**src/rtl/riscv_pkg.sv**
```systemverilog
// Shared RISC-V core types.
// Word sizes and the fetch-to-decode bundle.
package riscv_pkg;

  localparam int XLEN       = 32;
  localparam int ILEN       = 32;
  localparam int INST_BYTES = 4;

  typedef logic [XLEN-1:0] addr_t;
  typedef logic [ILEN-1:0] inst_t;

  typedef struct packed {
    addr_t pc;
    inst_t inst;
  } if_id_t;

  function automatic addr_t align_pc(
    input addr_t pc
  );
    return pc & ~addr_t'(INST_BYTES - 1);
  endfunction

endpackage

```
**src/rtl/instruction_fetch_if.sv**
```systemverilog
// Fetch-stage bus bundle: memory request/response,
// redirect from execute, and instruction hand-off to decode.
interface instruction_fetch_if;
  import riscv_pkg::*;

  logic  mem_req_valid;
  logic  mem_req_ready;
  addr_t mem_req_addr;
  logic  mem_rsp_valid;
  inst_t mem_rsp_data;
  logic  redirect_valid;
  addr_t redirect_pc;
  logic  inst_valid;
  logic  inst_ready;
  inst_t inst_data;
  addr_t inst_pc;

  modport master (
    output mem_req_valid,
    output mem_req_addr,
    output inst_valid,
    output inst_data,
    output inst_pc,
    input  mem_req_ready,
    input  mem_rsp_valid,
    input  mem_rsp_data,
    input  redirect_valid,
    input  redirect_pc,
    input  inst_ready
  );

  modport slave (
    input  mem_req_valid,
    input  mem_req_addr,
    input  inst_valid,
    input  inst_data,
    input  inst_pc,
    output mem_req_ready,
    output mem_rsp_valid,
    output mem_rsp_data,
    output redirect_valid,
    output redirect_pc,
    output inst_ready
  );

endinterface

```
**src/rtl/fetch_fifo.sv**
```systemverilog
// Small synchronous FIFO with flush.
// Head reads as zero while empty so idle outputs stay clean.
module fetch_fifo #(
  parameter int WIDTH = 64,
  parameter int DEPTH = 4
) (
  input  logic                     clk,
  input  logic                     reset_n,
  input  logic                     push,
  input  logic [WIDTH-1:0]         push_data,
  input  logic                     pop,
  input  logic                     flush,
  output logic [WIDTH-1:0]         pop_data,
  output logic                     full,
  output logic                     empty,
  output logic [$clog2(DEPTH):0]   count
);

  localparam int AW = $clog2(DEPTH);

  logic [WIDTH-1:0] mem [DEPTH];
  logic [AW-1:0]    wr_ptr;
  logic [AW-1:0]    rd_ptr;
  logic             do_push;
  logic             do_pop;

  assign full    = (count == (AW+1)'(DEPTH));
  assign empty   = (count == '0);
  assign do_push = push && !full;
  assign do_pop  = pop && !empty;

  assign pop_data = empty ? '0 : mem[rd_ptr];

  always_ff @(posedge clk or negedge reset_n) begin
    if (!reset_n) begin
      wr_ptr <= '0;
      rd_ptr <= '0;
      count  <= '0;
    end else if (flush) begin
      wr_ptr <= '0;
      rd_ptr <= '0;
      count  <= '0;
    end else begin
      if (do_push) wr_ptr <= wr_ptr + 1'b1;
      if (do_pop)  rd_ptr <= rd_ptr + 1'b1;
      unique case ({do_push, do_pop})
        2'b10:   count <= count + 1'b1;
        2'b01:   count <= count - 1'b1;
        default: count <= count;
      endcase
    end
  end

  always_ff @(posedge clk) begin
    if (do_push && !flush) mem[wr_ptr] <= push_data;
  end

endmodule

```
**src/rtl/instruction_fetch.sv**
```systemverilog
// Instruction fetch stage: credit-limited PC requests,
// in-order response buffering, redirect flush with drop count.
module instruction_fetch
  import riscv_pkg::*;
#(
  parameter addr_t RESET_PC   = 32'h0000_0000,
  parameter int    FIFO_DEPTH = 4
) (
  input  logic                 clk,
  input  logic                 reset_n,
  instruction_fetch_if.master  bus
);

  localparam int CW = $clog2(FIFO_DEPTH) + 1;

  addr_t         fetch_pc;
  logic [CW-1:0] drop_cnt;
  logic [CW-1:0] fifo_count;
  logic [CW-1:0] outstanding;
  logic [CW:0]   credit_used;
  logic          fifo_full;
  logic          fifo_empty;
  logic          pcq_full;
  logic          pcq_empty;
  logic          req_fire;
  logic          rsp_pop;
  logic          rsp_keep;
  logic          inst_pop;
  addr_t         rsp_pc;
  if_id_t        rsp_entry;
  if_id_t        head;

  // Buffered plus in-flight entries can never exceed the buffer size.
  assign credit_used = {1'b0, fifo_count} + {1'b0, outstanding};

  assign bus.mem_req_valid = reset_n
                          && !bus.redirect_valid
                          && !pcq_full
                          && (credit_used < (CW+1)'(FIFO_DEPTH));
  assign bus.mem_req_addr  = fetch_pc;

  assign req_fire = bus.mem_req_valid && bus.mem_req_ready;
  assign rsp_pop  = bus.mem_rsp_valid && !pcq_empty;
  assign rsp_keep = rsp_pop
                 && !bus.redirect_valid
                 && (drop_cnt == '0)
                 && !fifo_full;
  assign inst_pop = !fifo_empty
                 && bus.inst_ready
                 && !bus.redirect_valid;

  assign rsp_entry = '{pc: rsp_pc, inst: bus.mem_rsp_data};

  assign bus.inst_valid = !fifo_empty;
  assign bus.inst_data  = head.inst;
  assign bus.inst_pc    = head.pc;

  always_ff @(posedge clk or negedge reset_n) begin
    if (!reset_n) begin
      fetch_pc <= RESET_PC;
      drop_cnt <= '0;
    end else if (bus.redirect_valid) begin
      fetch_pc <= align_pc(bus.redirect_pc);
      drop_cnt <= drop_cnt + outstanding
                - CW'(bus.mem_rsp_valid);
    end else begin
      if (req_fire) begin
        fetch_pc <= fetch_pc + addr_t'(INST_BYTES);
      end
      if (rsp_pop && drop_cnt != '0) begin
        drop_cnt <= drop_cnt - 1'b1;
      end
    end
  end

  fetch_fifo #(
    .WIDTH ($bits(if_id_t)),
    .DEPTH (FIFO_DEPTH)
  ) u_inst_fifo (
    .clk       (clk),
    .reset_n   (reset_n),
    .push      (rsp_keep),
    .push_data (rsp_entry),
    .pop       (inst_pop),
    .flush     (bus.redirect_valid),
    .pop_data  (head),
    .full      (fifo_full),
    .empty     (fifo_empty),
    .count     (fifo_count)
  );

  // In-flight PCs survive a redirect; their responses still pop them.
  fetch_fifo #(
    .WIDTH (XLEN),
    .DEPTH (FIFO_DEPTH)
  ) u_pc_queue (
    .clk       (clk),
    .reset_n   (reset_n),
    .push      (req_fire),
    .push_data (fetch_pc),
    .pop       (rsp_pop),
    .flush     (1'b0),
    .pop_data  (rsp_pc),
    .full      (pcq_full),
    .empty     (pcq_empty),
    .count     (outstanding)
  );

endmodule

```
**src/flat_wrapper.sv**
```systemverilog
// flat-port wrapper written by rule: the top's interface ports become plain ports
module instruction_fetch_flat import riscv_pkg::*;
#(
  parameter addr_t RESET_PC   = 32'h0000_0000,
  parameter int    FIFO_DEPTH = 4
)
  (clk, reset_n, bus_mem_req_valid, bus_mem_req_addr, bus_inst_valid, bus_inst_data, bus_inst_pc, bus_mem_req_ready, bus_mem_rsp_valid, bus_mem_rsp_data, bus_redirect_valid, bus_redirect_pc, bus_inst_ready);
  instruction_fetch_if bus_i ();
  input  logic clk;
  input  logic reset_n;
  output wire logic [$bits(bus_i.mem_req_valid)-1:0] bus_mem_req_valid;
  output wire logic [$bits(bus_i.mem_req_addr)-1:0] bus_mem_req_addr;
  output wire logic [$bits(bus_i.inst_valid)-1:0] bus_inst_valid;
  output wire logic [$bits(bus_i.inst_data)-1:0] bus_inst_data;
  output wire logic [$bits(bus_i.inst_pc)-1:0] bus_inst_pc;
  input wire logic [$bits(bus_i.mem_req_ready)-1:0] bus_mem_req_ready;
  input wire logic [$bits(bus_i.mem_rsp_valid)-1:0] bus_mem_rsp_valid;
  input wire logic [$bits(bus_i.mem_rsp_data)-1:0] bus_mem_rsp_data;
  input wire logic [$bits(bus_i.redirect_valid)-1:0] bus_redirect_valid;
  input wire logic [$bits(bus_i.redirect_pc)-1:0] bus_redirect_pc;
  input wire logic [$bits(bus_i.inst_ready)-1:0] bus_inst_ready;
  assign bus_mem_req_valid = bus_i.mem_req_valid;
  assign bus_mem_req_addr = bus_i.mem_req_addr;
  assign bus_inst_valid = bus_i.inst_valid;
  assign bus_inst_data = bus_i.inst_data;
  assign bus_inst_pc = bus_i.inst_pc;
  assign bus_i.mem_req_ready = bus_mem_req_ready;
  assign bus_i.mem_rsp_valid = bus_mem_rsp_valid;
  assign bus_i.mem_rsp_data = bus_mem_rsp_data;
  assign bus_i.redirect_valid = bus_redirect_valid;
  assign bus_i.redirect_pc = bus_redirect_pc;
  assign bus_i.inst_ready = bus_inst_ready;
  instruction_fetch #(.RESET_PC(RESET_PC), .FIFO_DEPTH(FIFO_DEPTH)) u_core (.clk(clk), .reset_n(reset_n), .bus(bus_i));
endmodule
```
**config.mk**
```make
export PLATFORM = sky130hd
export DESIGN_NAME = instruction_fetch_flat
export DESIGN_NICKNAME = d
export VERILOG_FILES = /design/src/rtl/riscv_pkg.sv /design/src/rtl/instruction_fetch_if.sv /design/src/rtl/fetch_fifo.sv /design/src/rtl/instruction_fetch.sv /design/src/flat_wrapper.sv
export SDC_FILE = /design/constraint.sdc
export NUM_CORES = 1
export LEC_CHECK = 0
export ABC_AREA = 0
export CAP_MARGIN = 10
export CORE_UTILIZATION = 50
export CTS_BUF_LIST = sky130_fd_sc_hd__clkbuf_2
export DETAILED_ROUTE_END_ITERATION = 8
export PLACE_DENSITY = 0.8
export SLEW_MARGIN = 10
export SYNTH_ARGS = -nofsm -noshare
export SYNTH_HDL_FRONTEND = slang
export SYNTH_HIERARCHICAL = 1
export SYNTH_SLANG_ARGS = --single-unit
```
**constraint.sdc**
```tcl
create_clock -name clk -period 3.6 [get_ports clk]
set_input_delay 0.72 -clock clk [delete_from_list [all_inputs] [get_ports clk]]
set_output_delay 0.72 -clock clk [all_outputs]
set_load 0.005 [all_outputs]
```
# Word level (Yosys, flattened, before mapping)
# Memories as Yosys holds them, arrays and structs flattened.
# Index checks and enable logic that the tools add are counted.
[op_classes]
n_lt_le_gt_ge = 1
mux = 17
n_addsub = 13
n_reduce_logical = 31
n_eq_ne = 6
[op_table]
columns = ["cell", "n"]
rows = [
  ["2-to-1 mux 32 bit", 3],
  ["2-to-1 mux 64 bit", 1],
  ["adder 32 x 3 -> 32 bit, second input constant", 1],
  ["logical AND 1 bit", 16],
  ["case mux 3 bit (2 select lines)", 2],
  ["nonzero test 2 bit", 5],
  ["logical NOT 3 bit", 3],
  ["2-to-1 mux 3 bit", 3],
  ["subtractor 3 x 1 -> 3 bit, second input constant", 3],
  ["adder 2 x 1 -> 2 bit, second input constant", 4],
  ["2-to-1 mux 2 bit", 4],
  ["adder 3 x 1 -> 3 bit, second input constant", 2],
  ["equality test 3 bit, second input constant", 2],
  ["nonzero test 3 bit", 2],
  ["logical NOT 1 bit", 5],
  ["adder 3 x 3 -> 4 bit", 1],
  ["equality test 2 x 1 -> 1 bit, second input constant", 2],
  ["equality test 2 bit, second input constant", 2],
  ["< comparator 4 x 3 -> 1 bit, second input constant", 1],
  ["2-to-1 mux 1 bit", 4],
  ["adder 3 bit", 1],
  ["subtractor 3 x 1 -> 3 bit", 1],
]
[word_totals]
n_memories = 2
word_cells = 78
regBits = 49
output_inout_bits = 98
in_bits = 70
mem_bits_rw = 384
[memory_table]
columns = ["name", "depth", "word_bits", "rd", "rd_clocked_by_memory_dff", "write_ports", "line_no", "rtl"]
rows = [
  ["u_core.u_inst_fifo.mem", 4, 64, 1, 0, 1, "fetch_fifo.sv:21", "logic [WIDTH-1:0] mem [DEPTH];"],
  ["u_core.u_pc_queue.mem", 4, 32, 1, 0, 1, "fetch_fifo.sv:21", ""],
]

# Logic depth before layout (Yosys ltp)
[depth]
word_depth = 10
mapped_depth = 14
ltp_nobuf = 10

# Hierarchy
# The synthesis kept the hierarchy.
[by_module_without_submodules]
columns = ["mod", "area_per_inst_um2", "cells_each", "instances"]
rows = [
  ["fetch_fifo (u_core.u_inst_fifo)", 10204.8, 469, 1],
  ["fetch_fifo (u_core.u_pc_queue)", 5447.7, 270, 1],
  ["instruction_fetch", 2250.9, 260, 1],
]

# Worst setup path after synthesis
# Ideal clock, no wire load.
[synth_timing]
path_type = "reg2reg"
start = "reg u_core.u_pc_queue.count[0]"
end = "mem u_core.u_inst_fifo.mem[0][0] (enable)"
setup_ns = 0.429
path_stages_with_launch = 12
path_buffers = 4
synth_period_minus_slack_ns = 3.997
t_arrival_ns = 3.568
slack_ns = -0.397
path_cell_list = "dfrtp_1 -> buf_6 -> or3_1 -> buf_2 -> clkbuf_2 -> inv_1 -> nor2b_1 -> nor4b_1 -> buf_2 -> a21bo_2 -> nor2_1 -> and2_1"
[synth_via]
elab_chain_cells = 10
[synth_lines]
columns = ["item", "line_no", "rtl"]
rows = [
  ["from (decl)", "fetch_fifo.sv:16", "output logic [$clog2(DEPTH):0] count"],
  ["from (signal assigned)", "fetch_fifo.sv:47", "2'b10: count <= count + 1'b1;"],
  ["from (signal assigned)", "fetch_fifo.sv:48", "2'b01: count <= count - 1'b1;"],
  ["from (signal assigned)", "fetch_fifo.sv:49", "default: count <= count;"],
  ["logical NOT 3 bit", "fetch_fifo.sv:28", "assign empty = (count == '0);"],
  ["via u_core.pcq_empty", "instruction_fetch.sv:24", "logic pcq_empty;"],
  ["logical NOT 1 bit", "instruction_fetch.sv:43", "assign rsp_pop = bus.mem_rsp_valid && !pcq_empty;"],
  ["logical AND 1 bit", "instruction_fetch.sv:43", ""],
  ["via u_core.rsp_pop", "instruction_fetch.sv:26", "logic rsp_pop;"],
  ["logical AND 1 bit", "instruction_fetch.sv:45", "&& !bus.redirect_valid"],
  ["logical AND 1 bit", "instruction_fetch.sv:46", "&& (drop_cnt == '0)"],
  ["logical AND 1 bit", "instruction_fetch.sv:47", "&& !fifo_full;"],
  ["via u_core.rsp_keep", "instruction_fetch.sv:27", "logic rsp_keep;"],
  ["logical AND 1 bit", "fetch_fifo.sv:29", "assign do_push = push && !full;"],
  ["logical AND 1 bit", "fetch_fifo.sv:55", "if (do_push && !flush) mem[wr_ptr] <= push_data;"],
  ["2-to-1 mux 1 bit", "fetch_fifo.sv:55", ""],
  ["2-to-1 mux 1 bit (not written as such)", "fetch_fifo.sv:55", ""],
  ["to (decl)", "fetch_fifo.sv:21", ""],
]
# The timed path passes the listed nets, and every way through them passes these cells.

# Worst setup path in the final report
[layout_timing]
start = "reg u_core.u_inst_fifo.rd_ptr[0]"
end = "out bus_inst_pc[10]"
[layout_via]
elab_chain_cells = 2
[layout_lines]
columns = ["item", "line_no", "rtl"]
rows = [
  ["from (decl)", "fetch_fifo.sv:23", "logic [AW-1:0] rd_ptr;"],
  ["from (signal assigned)", "fetch_fifo.sv:45", "if (do_pop) rd_ptr <= rd_ptr + 1'b1;"],
  ["memory (4 x 64 bit)", "--", ""],
  ["2-to-1 mux 64 bit", "fetch_fifo.sv:32", "assign pop_data = empty ? '0 : mem[rd_ptr];"],
  ["to (decl)", "flat_wrapper.sv:15", "output wire logic [$bits(bus_i.inst_pc)-1:0] bus_inst_pc;"],
]
# Every way passes these cells.

==> flow_summary.json <==
{
  "n_fill_cell": 2517,
  "min_from": "bus_redirect_valid",
  "ys_ff_latch": 431,
  "slowest_stage": "mux4_2",
  "antenna_found_initial": 1,
  "critical_path.max_fanout": 7,
  "min_period_over_period_pct": 99.1,
  "grt-ovfl-total": 0,
  "synth_top_family_by_area": "multiplexers",
  "cts.path.max_buffers": 3,
  "crit_family": "buffers and inverters",
  "layout_min_cycle_time_ns": 3.57,
  "cp.required_ns": 2.88,
  "synth_top_area_share_pct": 64.4,
  "finalMaxSlewViolations": 0,
  "reg2reg_slack_ns": 0.76,
  "tns_ns": 0,
  "worstMarginPinSlew_ns": 1.02,
  "areaGrowthSynthToFinish_pct": 20.8,
  "min_path_cells": 3,
  "grt_max_degree": 50,
  "syn-instance-count": 999,
  "drc": 0,
  "numCtsBuffers": 103,
  "crit_chain": "buf_12, buf_8, mux4_2, and2_1, clkdlybuf4s50_1",
  "clock-skew-final_ns": 0.0591,
  "yosys-top-cells-area": "edfxtp_1 (64%), mux4_2 (12%), dfrtp_1 (6.6%), and2_1 (3.7%), ha_1 (1.1%)",
  "ios": 168,
  "peakVddDrop_mv": 0.217,
  "finalPower_mw": 9.37,
  "synth.area.mux_share_pct": 12.4,
  "portBuffers": 163,
  "rr_worst_depth": 8,
  "status": "finished, final reports clean",
  "finalNonFillerCells": 1826,
  "seq_area_frac_synth_pct": 71.0,
  "finalNetCount": 1381,
  "end_kind": "output port",
  "start_kind": "register",
  "rsz0062_at_grt": "true",
  "ys.flop_type": "edfxtp_1",
  "setup-violations-final": 0,
  "p_leak_nw": 7.98,
  "holdCritPathClass": "in -> reg",
  "mappedNetlistArea_um2": 17900,
  "worstHoldEndpoint": "u_core/u_inst_fifo/wr_ptr[0]$_DFFE_PN0P_",
  "max_slew_margin_pct": 31.7,
  "cap_violations": 0,
  "track_usage_pct": 21.6,
  "initial_core_util_pct": 51.3,
  "root_buffer": "clkbuf_2",
  "yosys_warnings": 6,
  "first_iter_violations": 789,
  "worstPathArrival_ns": 2.85,
  "yosys.area.top_type": "edfxtp_1",
  "powerDensity_nw_per_um2": 433,
  "final_hold_viol_count": 0,
  "vias_per_cell": 5.61,
  "yosys.area_share.adder_pct": 1.45,
  "insertion_delay_ns": 1.01,
  "synthXorXnorAreaFrac_pct": 0.636,
  "max_stage_delay_ns": 0.50,
  "synth_area_per_cell_um2": 17.9,
  "synth_edf_count": 384,
  "drtAntennaViolNets": 0,
  "h-tree-depth": 3,
  "async_flop_share_pct": 10.9,
  "avgRoutedWirePerCell_um": 21.4,
  "dieWidth_um": 191,
  "cts_tree": "done",
  "die_area_um2": 36600,
  "critPathKind": "reg -> out",
  "r2r-start": "u_core/u_pc_queue/count[0]$_DFFE_PN0P_",
  "critPathBufInv": 3,
  "grt_pass1_wl_mm": 58.6,
  "hold_ws_ns": 0.192,
  "gp_congestion": 0.834,
  "dr_total_vias": 10200,
  "yosys.area_share.simple_pct": 8.60,
  "core_area_um2": 34900,
  "row_count": 68,
  "path_clk_slew_ns": 0.14,
  "wl_mm": 39.0,
  "grt_pass1_vias": 10400,
  "synth_compound_gate_area_share_pct": 3.33,
  "cts_sinks": 431,
  "r2r-end": "u_core/u_inst_fifo/mem[2][18]$_DFFE_PP_",
  "dp.cells": 1601,
  "firstDrtPassIters": 6,
  "ys_types": 68,
  "max_freq_ghz": 0.280,
  "drive_gt1_share_pct": 27.7,
  "dp.final_hpwl_mm": 22.1,
  "die_y_um": 191
}
==> metrics by stage <==
stage               util, %  worst slack (ns)  instance area, µm²
floorplan                 -             0.295               17900
global placement       57.7             0.488               20100
detailed placement     57.7             0.384               20100
CTS                    61.3            -0.135               21400
global route           62.0           -0.0955               21600
finish                 62.0            0.0321               21600
==> cell usage in the layout (no fill, tap or decap), types with 5 or more instances in the layout <==
cell and instances:
clkinv_2 6, and2_1 92, nand4_1 11, clkdlybuf4s50_1 99, nor2_1 31, ha_1 15, and2_4 10, conb_1 11
dlygate4sd2_1 29, inv_2 5, dfrtp_1 38, edfxtp_1 384, a31oi_1 5, o311ai_0 5, nand2_1 47, mux2i_1 5
a21oi_1 14, xor2_1 5, o21ai_0 26, nand3_1 23, clkbuf_2 162, buf_12 18, clkinv_1 19, dfrtp_2 7
xnor2_1 8, inv_1 22, nor3_1 11, buf_4 40, dlymetal6s2s_1 18, mux4_2 92, a221o_1 9, o211ai_1 8
or3_1 5, and3_1 6
==> kinds of logic after synthesis <==
kind of cell | after synthesis
buf+inv | 79
simple gates | 268
other cells | 1
xor+xnor | 13
flops | 431
compound gates | 87
mux | 101
fa+ha+maj | 19
==> metal layers <==
metal | GRT usage (%) | wire [µm] | vias up
met5 | 0 | 0 | -
met4 | 6.84 | 496 | 0
met3 | 4.74 | 3050 | 54
met2 | 35.7 | 19400 | 452
met1 | 28.8 | 16100 | 5147
li1 | - | - | 4583
==> cell usage after synthesis (3+ instances only) <==
library cell	number
xnor2_1	8
and2_1	105
o211ai_1	8
nor2b_1	3
nor2_1	31
mux2i_1	5
buf_4	4
dfrtp_1	47
ha_1	16
inv_1	22
or3_1	5
nor3_1	11
fa_1	3
clkbuf_1	20
buf_12	3
nand3_1	23
buf_2	17
nand4_1	11
o21ai_0	26
and3_1	6
nor4_1	3
mux4_1	4
nand2b_1	4
a221o_1	9
a21oi_1	14
a31oi_1	5
o311ai_0	5
xor2_1	5
mux4_2	92
a21o_1	3
buf_6	8
nand2_1	47
edfxtp_1	384
==> worst min-delay path: cells and delay by family <==
family,cells,cell delay [ns]
buffers and inverters,2,0.40
and+or+nand+nor,1,0.07
==> how the worst max path moves through the flow <==
stage	depth (start not counted)	endpoint	slack, ns	start
4_1_cts	5	bus_inst_data[15]	-0.13	u_core/u_inst_fifo/rd_ptr[0]$_DFFE_PN0P_
2_1_floorplan	10	u_core/u_pc_queue/mem[0][0]$_DFFE_PP_	0.29	u_core/u_pc_queue/count[2]$_DFFE_PN0P_
3_3_place_gp	7	u_core/u_inst_fifo/mem[1][22]$_DFFE_PP_	0.49	bus_mem_rsp_valid
3_5_place_dp	7	u_core/u_inst_fifo/mem[2][20]$_DFFE_PP_	0.38	bus_mem_rsp_valid
6_report	5	bus_inst_pc[10]	0.03	u_core/u_inst_fifo/rd_ptr[0]$_DFFE_PN0P_
5_1_grt	5	bus_inst_pc[10]	-0.1	u_core/u_inst_fifo/rd_ptr[0]$_DFFE_PN0P_
==> power by group <==
part | switching (mW) | internal, mW
clock network | 1.85 | 1.27
logic | 0.283 | 0.289
registers | 0.141 | 5.55
==> area by class of cell <==
type                    instances  area [µm²]  share of cell area [%]
well taps                     455         569                    2.63
clock buffers                 151         756                    3.49
clock inverters                32         184                   0.850
flip-flops and latches        431       12700                    58.8
diodes                          1        2.50                  0.0116
inverters                      23        86.3                   0.399
repair buffers                231        2450                    11.3
multi-input cells             502        4860                    22.5
==> flip-flops by register name, summed over array words and instances, names as in the netlist <==
signal / cells
u_core/u_inst_fifo/rd_ptr: 2
u_core/u_pc_queue/count: 3
u_core/u_inst_fifo/count: 3
u_core/u_inst_fifo/wr_ptr: 2
u_core/u_pc_queue/wr_ptr: 2
u_core/u_pc_queue/mem: 128
u_core/u_inst_fifo/mem: 256
u_core/drop_cnt: 3
u_core/bus.mem_req_addr: 30
u_core/u_pc_queue/rd_ptr: 2
==> what timing repair did <==
action / in CTS / in global routing
pin swaps: 3 / 6
endpoints found under the setup margin: 66 / 33
endpoints found under the hold margin: 47 / 0
buffers inserted: 18 / 15
gates resized for setup: 61 / 54
hold buffers: 1 / 0
cloned: 6 / 1
Note: power is estimated with default switching activity, not from simulation.
